<file path="src/rtl/flexbex_ibex_efpga_pkg.sv">
// Shared definitions for the eFPGA execute-stage controller:
// FSM state encoding, operator (result select) encodings and the opcode.
package flexbex_ibex_efpga_pkg;

   typedef enum logic [1:0] {
      EFPGA_IDLE   = 2'd0,
      EFPGA_LAUNCH = 2'd1,
      EFPGA_WAIT   = 2'd2,
      EFPGA_DONE   = 2'd3
   } efpga_state_e;

   localparam logic [1:0] EFPGA_SEL_A    = 2'b00;
   localparam logic [1:0] EFPGA_SEL_B    = 2'b01;
   localparam logic [1:0] EFPGA_SEL_C    = 2'b10;
   localparam logic [1:0] EFPGA_SEL_NONE = 2'b11;

   localparam logic [6:0] OPCODE_EFPGA = 7'h0B;

   // Write-only operations return 0 so the write-back still has a defined value.
   function automatic logic [31:0] efpga_sel_result(input logic [1:0]  op,
                                                     input logic [31:0] res_a,
                                                     input logic [31:0] res_b,
                                                     input logic [31:0] res_c);
      case (op)
         EFPGA_SEL_A: return res_a;
         EFPGA_SEL_B: return res_b;
         EFPGA_SEL_C: return res_c;
         default:     return 32'd0;
      endcase
   endfunction

endpackage

</file>
<file path="src/rtl/flexbex_ibex_efpga_timer.sv">
// Latency timer for eFPGA operations: fixed-delay down-counter plus an
// optional handshake watchdog (present only with FLEXBEX_EFPGA_TIMEOUT_EN).
// expire pulses in the last fixed-mode WAIT cycle; timeout pulses once the
// watchdog has seen TIMEOUT_CYCLES handshake WAIT cycles without completion.
module flexbex_ibex_efpga_timer #(
   parameter int TIMEOUT_CYCLES = 256,
   parameter int CNT_W          = 4
) (
   input  logic             clk,
   input  logic             rst,
   input  logic             load,
   input  logic [CNT_W-1:0] delay,
   input  logic             run,
   input  logic             hs_mode,
   output logic             expire,
   output logic             timeout
);

   logic [CNT_W-1:0] cnt_q;

   // Delay counter: loaded in LAUNCH, counts down while waiting.
   always_ff @(posedge clk) begin
      if (rst) begin
         cnt_q <= '0;
      end else if (load) begin
         cnt_q <= delay;
      end else if (run && (cnt_q != '0)) begin
         cnt_q <= cnt_q - CNT_W'(1);
      end
   end

   assign expire = run && !hs_mode && (cnt_q == CNT_W'(1));

`ifdef FLEXBEX_EFPGA_TIMEOUT_EN
   localparam int WD_W = $clog2(TIMEOUT_CYCLES + 1);

   logic [WD_W-1:0] wd_q;

   // Watchdog: cleared on launch, saturates at the limit during handshake waits.
   always_ff @(posedge clk) begin
      if (rst || load) begin
         wd_q <= '0;
      end else if (run && hs_mode && (wd_q != WD_W'(TIMEOUT_CYCLES))) begin
         wd_q <= wd_q + WD_W'(1);
      end
   end

   assign timeout = run && hs_mode && (wd_q == WD_W'(TIMEOUT_CYCLES));
`else
   // No watchdog: the comparison is constant false, so handshakes wait forever.
   assign timeout = (TIMEOUT_CYCLES < 0);
`endif

endmodule

</file>
<file path="src/rtl/flexbex_ibex_efpga_ctrl.sv">
// Execute-stage controller for custom eFPGA instructions (opcode 0x0B).
// Launches an operation into the fabric, times it by fixed delay or by the
// fpga_done_i handshake, and returns a registered 32-bit result.
// Optional watchdog in handshake mode: FLEXBEX_EFPGA_TIMEOUT_EN.
//
// Handshake: an instruction is accepted in IDLE when en_i=1 and flush_i=0.
// ready_o=0 stalls ID/EX; it is ~en_i in IDLE, 0 in LAUNCH/WAIT and 1 in DONE.
// valid_o is a one-cycle pulse in DONE qualifying result_o and err_o; en_i
// seen in DONE belongs to the retiring instruction and is ignored.
import flexbex_ibex_efpga_pkg::*;

module flexbex_ibex_efpga_ctrl #(
   parameter int TIMEOUT_CYCLES = 256,
   parameter int CNT_W          = 4
) (
   input  logic        clk,
   input  logic        rst,
   input  logic        en_i,
   input  logic [1:0]  operator_i,
   input  logic [3:0]  delay_i,
   input  logic [31:0] operand_a_i,
   input  logic [31:0] operand_b_i,
   input  logic        flush_i,
   output logic [31:0] fpga_op_a_o,
   output logic [31:0] fpga_op_b_o,
   output logic [1:0]  fpga_op_o,
   output logic        fpga_strobe_o,
   input  logic [31:0] fpga_res_a_i,
   input  logic [31:0] fpga_res_b_i,
   input  logic [31:0] fpga_res_c_i,
   input  logic        fpga_done_i,
   output logic        ready_o,
   output logic        valid_o,
   output logic [31:0] result_o,
   output logic        err_o,
   output logic [1:0]  dbg_state_o
);

   efpga_state_e     state_q, state_d;
   logic [CNT_W-1:0] delay_q;
   logic             accept, capture, done_hit, hs_mode;
   logic             cnt_expire, wd_expire;

   assign hs_mode  = (delay_q == '0);
   assign accept   = (state_q == EFPGA_IDLE) && en_i && !flush_i;
   assign done_hit = hs_mode && fpga_done_i;
   assign capture  = (state_q == EFPGA_WAIT) && !flush_i &&
                     (cnt_expire || done_hit || wd_expire);

   assign dbg_state_o = state_q;

   flexbex_ibex_efpga_timer #(
      .TIMEOUT_CYCLES(TIMEOUT_CYCLES),
      .CNT_W         (CNT_W)
   ) u_timer (
      .clk    (clk),
      .rst    (rst),
      .load   (state_q == EFPGA_LAUNCH),
      .delay  (delay_q),
      .run    (state_q == EFPGA_WAIT),
      .hs_mode(hs_mode),
      .expire (cnt_expire),
      .timeout(wd_expire)
   );

   // Next-state and stall logic; flush always wins and returns to IDLE.
   always_comb begin
      state_d = state_q;
      ready_o = 1'b0;
      case (state_q)
         EFPGA_IDLE: begin
            ready_o = ~en_i;
            if (accept) state_d = EFPGA_LAUNCH;
         end
         EFPGA_LAUNCH: state_d = flush_i ? EFPGA_IDLE : EFPGA_WAIT;
         EFPGA_WAIT: begin
            if (flush_i)      state_d = EFPGA_IDLE;
            else if (capture) state_d = EFPGA_DONE;
         end
         EFPGA_DONE: begin
            ready_o = 1'b1;
            state_d = EFPGA_IDLE;
         end
         default: state_d = EFPGA_IDLE;
      endcase
   end

   // State register.
   always_ff @(posedge clk) begin
      if (rst) state_q <= EFPGA_IDLE;
      else     state_q <= state_d;
   end

   // Fabric-facing operand registers, launch strobe and result capture.
   always_ff @(posedge clk) begin
      if (rst) begin
         fpga_op_a_o   <= '0;
         fpga_op_b_o   <= '0;
         fpga_op_o     <= '0;
         delay_q       <= '0;
         fpga_strobe_o <= 1'b0;
         valid_o       <= 1'b0;
         result_o      <= '0;
         err_o         <= 1'b0;
      end else begin
         fpga_strobe_o <= accept;
         valid_o       <= capture;
         err_o         <= capture && wd_expire && !done_hit;
         if (accept) begin
            fpga_op_a_o <= operand_a_i;
            fpga_op_b_o <= operand_b_i;
            fpga_op_o   <= operator_i;
            delay_q     <= CNT_W'(delay_i);
         end
         if (capture) begin
            if (wd_expire && !done_hit) result_o <= '0;
            else result_o <= efpga_sel_result(fpga_op_o, fpga_res_a_i,
                                              fpga_res_b_i, fpga_res_c_i);
         end
      end
   end

endmodule

</file>
<file path="config.mk">
export PLATFORM = sky130hd
export DESIGN_NAME = flexbex_ibex_efpga_ctrl
export DESIGN_NICKNAME = d
export VERILOG_FILES = /design/src/rtl/flexbex_ibex_efpga_pkg.sv /design/src/rtl/flexbex_ibex_efpga_timer.sv /design/src/rtl/flexbex_ibex_efpga_ctrl.sv
export SDC_FILE = /design/constraint.sdc
export NUM_CORES = 1
export LEC_CHECK = 0
export ABC_AREA = 1
export BUFFER_PORTS_ARGS = -buffer_cell sky130_fd_sc_hd__buf_4
export CAP_MARGIN = 20
export CORE_MARGIN = 8
export CORE_UTILIZATION = 35
export CTS_CLUSTER_DIAMETER = 80
export DETAILED_ROUTE_END_ITERATION = 8
export PLACE_DENSITY = 0.7
export SETUP_SLACK_MARGIN = 0.02
export SLEW_MARGIN = 20
export SYNTH_ARGS = -nofsm -noshare
export SYNTH_HDL_FRONTEND = slang
export SYNTH_SLANG_ARGS = --single-unit
</file>
<file path="constraint.sdc">
create_clock -name clk -period 1.3 [get_ports clk]
set_input_delay 0.195 -clock clk [delete_from_list [all_inputs] [get_ports clk]]
set_output_delay 0.195 -clock clk [all_outputs]
set_load 0.02 [all_outputs]
</file>
* Word-level counts from Yosys, hierarchy flattened
Cells that the tools add are included.
** Storage, ports and cells
- Register bits :: 110
- Latch bits :: 0
- Bits in writable memories :: 0
- Memory bits (read-only) :: 0
- Input bits :: 171
- Output and inout port bits :: 104
- Word-level logic and storage cells :: 45
- Memories kept :: 0
** Cells by class
- Add/subtract/negate cells :: 1
- Multiply operators :: 0
- Divide/modulo/power cells :: 0
- $lt $le $gt $ge :: 0
- Eq/ne operators :: 8
- Shift operators :: 0
- Multiplexer cells :: 9
- Bitwise gates (word level) :: 1
- Reduce and logical (&&, ||, !) cells :: 17
** Operator list (count)
- one-hot mux 32 bit (3 select lines) :: 1
- logical AND 1 bit :: 8
- two-way mux 2 bit :: 4
- two-way mux 4 bit :: 2
- one-hot mux 2 bit (4 select lines) :: 1
- equality test 2 bit (second input constant) :: 3
- equality test 2 x 1 -> 1 bit (second input constant) :: 2
- equality test 4 x 1 -> 1 bit (second input constant) :: 1
- zero test 2 bit :: 2
- zero test 4 bit :: 1
- nonzero test 4 bit :: 1
- subtractor 4 x 1 -> 4 bit (second input constant) :: 1
- inequality test 3 bit (second input constant) :: 1
- zero test 1 bit :: 2
- inequality test 2 bit (second input constant) :: 1
- one-hot mux 1 bit (2 select lines) :: 1
- AND reduction 2 bit :: 1
- nonzero test 2 bit :: 1
- logical OR 1 bit :: 1
- NOT 1 bit :: 1

* Depth between registers and ports, before layout
Gate-level depths: netlist (run 1).
- Depth after elaboration :: 9
- Gate-level depth with buffers :: 13
- Depth with buffers taken out :: 12

* Modules after synthesis
A second synthesis (run 1) with hierarchy kept.
** Unflattened totals
- Cell total of the unflattened synthesis :: 750
- Area, all modules :: 5103.6 um^2
** By module, submodules not included
- flexbex_ibex_efpga_ctrl :: times used 1, cells each 700, area each 4802.1 um^2, seq. area each 2142.1 um^2
- flexbex_ibex_efpga_timer :: times used 1, cells each 50, area each 301.5 um^2, seq. area each 80.1 um^2

* Least setup slack after synthesis (run 1)
OpenSTA, ideal clock, no wires.
- Path type :: register to register
- Start :: register state_q[0], in the netlist dbg_state_o[0]
- End :: register result_o[10]
- Library setup time :: 0.059 ns
- Arrival :: 1.543 ns
- Required time :: 1.241 ns
- Slack :: -0.302 ns
- Stages on the path, launching flop included :: 13
- Buffers on the path :: 1
- Period minus slack after synthesis :: 1.602 ns
- Cell sequence :: dfxtp_1 > inv_1 > ha_1 > nand2_1 > inv_1 > nand2_1 > nand2_1 > nand2_1 > inv_2 > nand2_4 > buf_2 > nand3_1 > nand2_1
** On the way
- Word-level cells in the longest chain between the ends :: 5
- Elaborated cells on any way between the ends :: 6
- Those cells by class :: 1 x eq/ne; 5 x reduce/logical
** RTL lines
- start: declaration :: RTL line flexbex_ibex_efpga_ctrl.sv:39 : efpga_state_e state_q, state_d;
- start signal: assignment :: RTL line flexbex_ibex_efpga_ctrl.sv:91 : else state_q <= state_d;
- equality test 2 bit * :: RTL line flexbex_ibex_efpga_ctrl.sv:47, flexbex_ibex_efpga_ctrl.sv:60
- logical AND 1 bit (2 in a row) :: RTL line flexbex_ibex_efpga_timer.sv:32 : assign expire = run && !hs_mode && (cnt_q == CNT_W'(1));
- logical OR 1 bit :: RTL line flexbex_ibex_efpga_ctrl.sv:48 : (cnt_expire || done_hit || wd_expire);
- logical AND 1 bit * :: RTL line flexbex_ibex_efpga_ctrl.sv:47 : assign capture = (state_q == EFPGA_WAIT) && !flush_i &&
- end signal: assignment :: RTL line flexbex_ibex_efpga_ctrl.sv:117 : else result_o <= efpga_sel_result(fpga_op_o, fpga_res_a_i,
- end: declaration :: RTL line flexbex_ibex_efpga_ctrl.sv:34 : output logic [31:0] result_o,
Every way passes the cells marked *; elsewhere a longest branch is shown, timed or not.
A chain may end at the register's enable or synchronous reset.

* Worst setup path in the final report (run 1)
- Start :: register state_q[1], in the netlist dbg_state_o[1]
- End :: register delay_q[0]
** On the way
- Word-level cells in the longest chain between the ends :: 3
** RTL lines
- zero test 2 bit :: RTL line flexbex_ibex_efpga_ctrl.sv:45 : assign accept = (state_q == EFPGA_IDLE) && en_i && !flush_i;
- logical AND 1 bit (2 in a row) :: RTL line flexbex_ibex_efpga_ctrl.sv:45
- end signal: assignment :: RTL line flexbex_ibex_efpga_ctrl.sv:113 : delay_q <= CNT_W'(delay_i);
- end: declaration :: RTL line flexbex_ibex_efpga_ctrl.sv:40 : logic [CNT_W-1:0] delay_q;
No other way between the ends.

==> out/summary.log, run 1 <==
qor: logic_synthesis.synth-seq-cells 110
qor: floorplanning.design.die.area 17600 um2
qor: detailed_routing.vias 5741
qor: setup_path.cp_max_fo 8
qor: timing.fin_crit_sh 1.27
qor: floorplanning.placementRows 42
qor: setup_path.crit-reg2reg-launch dbg_state_o[1]$_SDFFE_PP0P_
qor: timing.timing.final.hold_violations 0
qor: finish.fin_util 0.670
qor: setup_path.max_stage_delay 360 ps
qor: setup_path.crit_start dbg_state_o[1]$_SDFFE_PP0P_
qor: clock_tree.clk_path_buf_depth 2
qor: clock_tree.clock_sink_count 110
qor: floorplanning.ios 275
qor: run.drv.max_cap_violation_count 0
qor: logic_synthesis.synth_area_leader_cell dfxtp_1
qor: clock_tree.clk-insertion-delay-late 360 ps
qor: logic_synthesis.syn-mean-instance-area 7.08 um2
qor: clock_tree.cts_root_buffer clkbuf_16
qor: finish.multiInputGateArea 2980 um2
qor: timing.setup_viol 110
qor: grt.vias_in_the_first_global_route 5629
qor: setup_path.setup.worst_path.end_class flip-flop
qor: detailed_routing.post_drt_via_cell_ratio 4.97
qor: placement.place.port_buffers 273
qor: logic_synthesis.yosysUniqueCellTypes 22
qor: placement.place.detailed.hpwl 12900 um
qor: floorplanning.floorplan.initialDensity 0.359
qor: logic_synthesis.netlist.area_leader.share 0.463
qor: logic_synthesis.synth.most_common_cell nor2_1
qor: setup_path.critPathKind reg -> reg
qor: detailed_routing.antenna_violating_nets_post_route 0
qor: detailed_routing.remaining_drc_errors 0
qor: grt.grt_antenna_before_repair 0
qor: logic_synthesis.synthCells 672
qor: timing.timing.final.crit_period 1640 ps
qor: logic_synthesis.ys_top_cells_by_count 145 x nor2_1, 133 x nand3_1, 117 x nand2_1
qor: min_path.min_delay_worst_endpoint fpga_op_a_o[4]$_SDFFE_PP0P_
qor: clock_tree.tritoncts done
qor: timing.maxSlewViolCount 0
qor: finish.fillerInstances 1053
qor: logic_synthesis.post_synth_main_area_contributors dfxtp_1 46%, nand3_1 14%, nor2_1 11%, nand2_1 9.2%, o21ai_0 7.0%
qor: detailed_routing.route.detailed.wl_per_inst 17.5 um
qor: finish.area_delta_synth_final 86.6%
qor: timing.clock_skew 8.30 ps
qor: logic_synthesis.ys.flop_type dfxtp_1
qor: timing.rsz_0062_raised_after_global_routing yes
qor: floorplanning.core_area 13200 um2
qor: logic_synthesis.synth-warning-count 0
qor: detailed_routing.detail_route.iter0.violations 286
qor: setup_path.cp_top_family buffers and inverters
qor: clock_tree.cts_made_buffers 9
qor: placement.place.gp.congestion 0.822
qor: finish.layout.area.seq 2210 um2
qor: timing.max_freq 608 MHz
qor: logic_synthesis.count_of_flip_flops_with_a_built_in_enable_after_synthesis 0
qor: clock_tree.path_clk_slew 80 ps
qor: floorplanning.die_w 133 um
qor: min_path.whs_path_depth 3
qor: run_status.violations_in_the_final_reports setup timing
qor: floorplanning.die-height 133 um
qor: pwr.worst_ir_drop_vdd 1.01 mV
qor: setup_path.critical-path-slowest-cell dfxtp_4
qor: setup_path.crit_arrival 1900 ps
qor: logic_synthesis.synth_area 4760 um2
qor: clock_tree.cts_h_tree_lvls 3
qor: grt.grt_first_pass_wirelength 29100 um
qor: finish.final_nets 1153
qor: clock_tree.ctsHoldBuffers 0
qor: finish.post_route_cells_drive_above_1_share 0.527
qor: setup_path.setup_slack_of_the_worst_register_to_register_path -340 ps
qor: detailed_routing.drt-total-wl 20200 um
qor: logic_synthesis.mapped_nets 850
qor: setup_path.timing.reg2reg.worst_path_depth 11
qor: finish.antennaDiodeCount 0
qor: pwr.total_leakage_power 4.23 nW
qor: timing.timing.final.ws_setup -345 ps
qor: grt.maximum_number_of_pins_on_one_net_before_global_route_repair 62
qor: run_status.run_status finished with violations
qor: logic_synthesis.seq_area_frac_synth 0.463
qor: grt.grt_util_all_layers 0.202
qor: placement.dp.cells 1110
qor: setup_path.worstSetupStartpointType flip-flop
qor: setup_path.critical_path.cell_chain inv_4 -> ha_4 -> buf_6 -> nand2_4 -> nor2_4 -> buf_6 -> clkinv_8 -> buf_12 -> buf_16 -> o21ai_4 -> a21oi_2
qor: setup_path.crit_buf_inv 6
qor: finish.instances_no_fill 1156
qor: min_path.worst_hold_path_type in -> reg
qor: setup_path.crit_path_frequent_cell buf_6
qor: min_path.hold_start operand_a_i[4]
qor: grt.globalRoute.totalOverflow 0
qor: setup_path.worstPathRequired 1550 ps
qor: detailed_routing.first_pass_drt_iterations 5
qor: pwr.power_per_cell_area 1560 nW/um2
qor: logic_synthesis.synthArstFlopShare 0
qor: setup_path.critical_path.reg2reg.endpoint delay_q[0]$_SDFFE_PP0P_
==> metrics by stage <==
| stage | TNS (ps) | instance area, um2 | worst slack [ps] | hold slack, ps | power (mW) |
|---|---|---|---|---|---|
| after floorplan | -3560 | 4850 | -67.5 | 267 | 7.03 |
| after global routing | -37210 | 8880 | -425 | 44.4 | 14.6 |
| after detailed placement | -6090 | 7260 | -120 | 421 | 9.24 |
| after global placement | -4220 | 7260 | -86.2 | 415 | 9.24 |
| final | -29320 | 8880 | -345 | 41.6 | 13.9 |
| after CTS | -22250 | 8190 | -295 | 32.4 | 13.1 |
==> layout make-up <==
| class | instances | area share |
|---|---|---|
| tap | 176 | 0.0248 |
| timing repair buffer | 342 | 0.346 |
| sequential | 110 | 0.249 |
| clock inverter | 6 | 0.00761 |
| multi-input combinational | 493 | 0.336 |
| inverter | 19 | 0.0109 |
| clock buffer | 10 | 0.0258 |
==> cells by family (layout without fill, tap and decap cells) <==
kind of cell,after synthesis,after routing,share of synthesized area
adder cells (fa/ha/maj),7,7,0.0184
buffers and inverters,69,377,0.0686
AND/OR/NAND/NOR,399,399,0.357
other,1,1,0.000788
flip-flops,110,110,0.463
XOR/XNOR,1,1,0.00184
AO/OA/AOI/OAI,85,85,0.0905
==> how the worst max path moves through the flow <==
| stage | to | slack (ps) | cells after the start |
|---|---|---|---|
| floorplan | result_o[10]$_SDFFE_PP0P_ | -70 | 13 |
| global placement | result_o[3]$_SDFFE_PP0P_ | -90 | 13 |
| detailed placement | result_o[31]$_SDFFE_PP0P_ | -120 | 13 |
| CTS | ready_o | -300 | 8 |
| global route | result_o[16]$_SDFFE_PP0P_ | -430 | 14 |
| finish | delay_q[0]$_SDFFE_PP0P_ | -340 | 11 |
==> power breakdown <==
group	internal, mW	switching, mW
logic	3.15	3.59
clock network	1.51	1.34
registers	3.95	0.345
==> metal layers <==
metal / GRT usage / part of all wire
met5: 0 / 0
met4: 0.0707 / 0.017
met3: 0.0848 / 0.10
met2: 0.329 / 0.49
met1: 0.234 / 0.39
==> tightest hold or removal path, stage by stage <==
cell and delay [ps]:
buf_4 80, nor2_2 30, nor2_1 60
==> placed cells by master (no fill, tap or decap), drive strengths merged <==
master  Yosys  routed
buf        34     336
nor2      147     147
nand3     133     133
nand2     118     118
dfxtp     110     110
o21ai      72      72
inv        19      21
clkbuf     16      15
a21oi      11      11
ha          7       7
clkinv      0       3
o211ai      2       2
nand3b      1       1
xor2        1       1
conb        1       1
bufinv      0       1
bufbuf      0       1
==> what timing repair did <==
action                                 4_1_cts  5_1_grt
cloned                                       9        6
setup buffers                               15        7
endpoints found under the hold margin        0        0
pin swaps                                   15       39
resized for setup                          123      176
setup endpoints to repair                  105      112
==> flip-flops by register name, indices dropped and copies added (netlist names) <==
signal and flops:
fpga_op_a_o 32, fpga_op_b_o 32, result_o 32, delay_q 4, u_timer.cnt_q 4, dbg_state_o 2, fpga_op_o 2, fpga_strobe_o 1
valid_o 1
(Power assumes the default switching activity.)
==> inputs of run 2 (changes only) <==
--- a/config.mk
+++ b/config.mk
@@ -10,6 +10,7 @@
 export CAP_MARGIN = 20
 export CORE_MARGIN = 8
 export CORE_UTILIZATION = 35
+export CTS_BUF_LIST = sky130_fd_sc_hd__clkbuf_4 sky130_fd_sc_hd__clkbuf_8
 export CTS_CLUSTER_DIAMETER = 80
 export DETAILED_ROUTE_END_ITERATION = 8
 export PLACE_DENSITY = 0.7
==> run 2 against run 1 <==
- the flow still finishes with violations (setup timing)
- combinational power grew 3.4%
- wire length grew 2.4%
- clock power is 25% lower
- first-iteration DRC count up 20%
- die area stayed put
- clock skew rose by 4.0 ps
- sequential cell count is the same
- sequential power hardly changed
- via count is 2.1% higher
- setup slack got worse by 68 ps
- critical path type unchanged
- critical endpoint is now result_o[3]$_SDFFE_PP0P_
==> out/summary.log, run 2 (same netlist as run 1, synthesis figures left out) <==
qor: detailed_routing.vias 5864
qor: setup_path.worstPathRequired 1620 ps
qor: finish.layout_commonest_cell buf_4
qor: floorplanning.core_area 13200 um2
qor: setup_path.timing.reg2reg.worst_path_depth 14
qor: timing.timing.final.ws_setup -413 ps
qor: setup_path.crit_start dbg_state_o[0]$_SDFFE_PP0P_
qor: pwr.worst_ir_drop_vdd 1.12 mV
qor: floorplanning.placementRows 42
qor: clock_tree.clk-insertion-delay-late 380 ps
qor: grt.grt_antenna_before_repair 0
qor: min_path.worst_hold_path_type in -> reg
qor: placement.place.detailed.hpwl 12900 um
qor: clock_tree.cts_made_buffers 9
qor: finish.mostFrequentLayoutCells 295 x buf_4, 130 x nand3_1, 106 x dfxtp_1
qor: finish.area_delta_synth_final 86.6%
qor: timing.timing.final.crit_period 1710 ps
qor: pwr.totalPowerFinal 13.4 mW
qor: finish.final_nets 1166
qor: setup_path.crit-reg2reg-launch dbg_state_o[0]$_SDFFE_PP0P_
qor: setup_path.setup.worst_path.end_class flip-flop
qor: clock_tree.path_clk_slew 110 ps
qor: floorplanning.die-height 133 um
qor: clock_tree.clock_sink_count 110
qor: clock_tree.clk_path_buf_depth 2
qor: grt.vias_in_the_first_global_route 5663
qor: detailed_routing.first_pass_drt_iterations 4
qor: run_status.violations_in_the_final_reports setup timing
qor: timing.maxSlewViolCount 0
qor: pwr.total_leakage_power 4.30 nW
qor: min_path.whs_path_depth 3
qor: detailed_routing.drt-total-wl 20700 um
qor: timing.timing.final.hold_violations 0
qor: clock_tree.cts_root_buffer clkbuf_8
qor: grt.grt_util_all_layers 0.205
qor: pwr.power_per_cell_area 1510 nW/um2
qor: finish.antennaDiodeCount 0
qor: placement.place.port_buffers 273
qor: detailed_routing.remaining_drc_errors 0
qor: detailed_routing.post_drt_via_cell_ratio 5.02
qor: run.drv.max_cap_violation_count 0
qor: finish.fillerInstances 1047
qor: grt.maximum_number_of_pins_on_one_net_before_global_route_repair 62
qor: floorplanning.ios 275
qor: finish.largest_registers fpga_op_a_o x32, fpga_op_b_o x32, result_o x32
qor: detailed_routing.antenna_violating_nets_post_route 0
qor: clock_tree.tritoncts done
qor: finish.post_route_cells_drive_above_1_share 0.520
qor: timing.rsz_0062_raised_after_global_routing yes
qor: finish.final_standard_cell_area_without_fillers 8880 um2
qor: detailed_routing.detail_route.iter0.violations 344
qor: setup_path.crit_arrival 2030 ps
qor: setup_path.worstSetupStartpointType flip-flop
qor: placement.detailed_place.area 7260 um2
qor: timing.setup_tns -33330 ps
qor: clock_tree.cts_h_tree_lvls 3
qor: floorplanning.design.die.area 17600 um2
qor: timing.clock_skew 12.3 ps
qor: timing.max_freq 584 MHz
qor: setup_path.critPathKind reg -> reg
qor: timing.setup_viol 111
qor: floorplanning.die_w 133 um
qor: min_path.hold_start operand_a_i[19]
qor: grt.globalRoute.totalOverflow 0
qor: floorplanning.floorplan.initialDensity 0.359
qor: detailed_routing.route.detailed.wl_per_inst 17.7 um
qor: grt.grt_first_pass_wirelength 29600 um
qor: placement.place.gp.congestion 0.822
qor: run_status.run_status finished with violations
qor: setup_path.cp_max_fo 7
qor: timing.fin_crit_sh 1.32
[run 2: cell types whose count changed in the layout (fill, tap and decap cells not counted), moves of 6 or more]
cell	change
buf_6	-6
clkbuf_16	-8
clkbuf_8	+9
nor2_1	+19
nor2_2	+7
nor2_4	-26
[run 2: repair_timing]
action                                  4_1_cts  5_1_grt
setup buffers                                15       16
gates resized for setup                     125      153
hold endpoints to repair                      3        1
pin swaps                                    14       51
hold buffers                                  3        1
gates cloned                                 13        8
endpoints found under the setup margin      106      114
[run 2: worst paths after layout]
check	endpoint	slack, ps
min reg2reg	result_o[12]$_SDFFE_PP0P_	470
max	result_o[3]$_SDFFE_PP0P_	-410
max reg2reg	result_o[3]$_SDFFE_PP0P_	-410
min	fpga_op_a_o[19]$_SDFFE_PP0P_	20
[run 2: area by class of cell]
| type | count | area [um2] | share of cell area |
|---|---|---|---|
| timing repair inverter | 1 | 11.3 | 0.00127 |
| multi-input combinational | 493 | 2850 | 0.321 |
| timing repair buffer | 354 | 3290 | 0.371 |
| sequential | 110 | 2220 | 0.250 |
| inverter | 19 | 93.8 | 0.0106 |
| clock inverter | 6 | 67.6 | 0.00761 |
| clock buffer | 10 | 131 | 0.0148 |
| tap | 176 | 220 | 0.0248 |
[run 2: metrics by stage]
step	hold WS, ps	worst slack (ps)	std cells	util
floorplan	267	-67.5	672	-
global placement	415	-86.2	1110	0.548
detailed placement	421	-120	1110	0.548
CTS	0.330	-342	1156	0.626
global route	-2.75	-500	1169	0.671
finish	22.9	-413	1169	0.671
[run 2: routing by layer]
layer | share of wire | global-route usage | vias up
met5 | 0 | 0 | -
met1 | 0.39 | 0.235 | 2771
met4 | 0.012 | 0.0473 | 0
met2 | 0.49 | 0.342 | 248
li1 | - | - | 2829
met3 | 0.10 | 0.0931 | 16
[run 2: power breakdown]
part | switching, mW | internal [mW]
Combinational | 3.62 | 3.34
Clock | 1.22 | 0.931
Sequential | 0.355 | 3.95
Total | 5.19 | 8.23
[run 2: critical path, stage by stage (launching register included)]
cell and delay [ps]:
dfxtp_4 370, inv_4 60, buf_6 100, ha_4 140
nand2_2 50, inv_2 40, nand2_1 40, nand2_1 70
nand2_2 60, inv_2 90, nand2_8 70, nor2_8 240
clkbuf_16 210, nand2_2 40, nand2_1 50
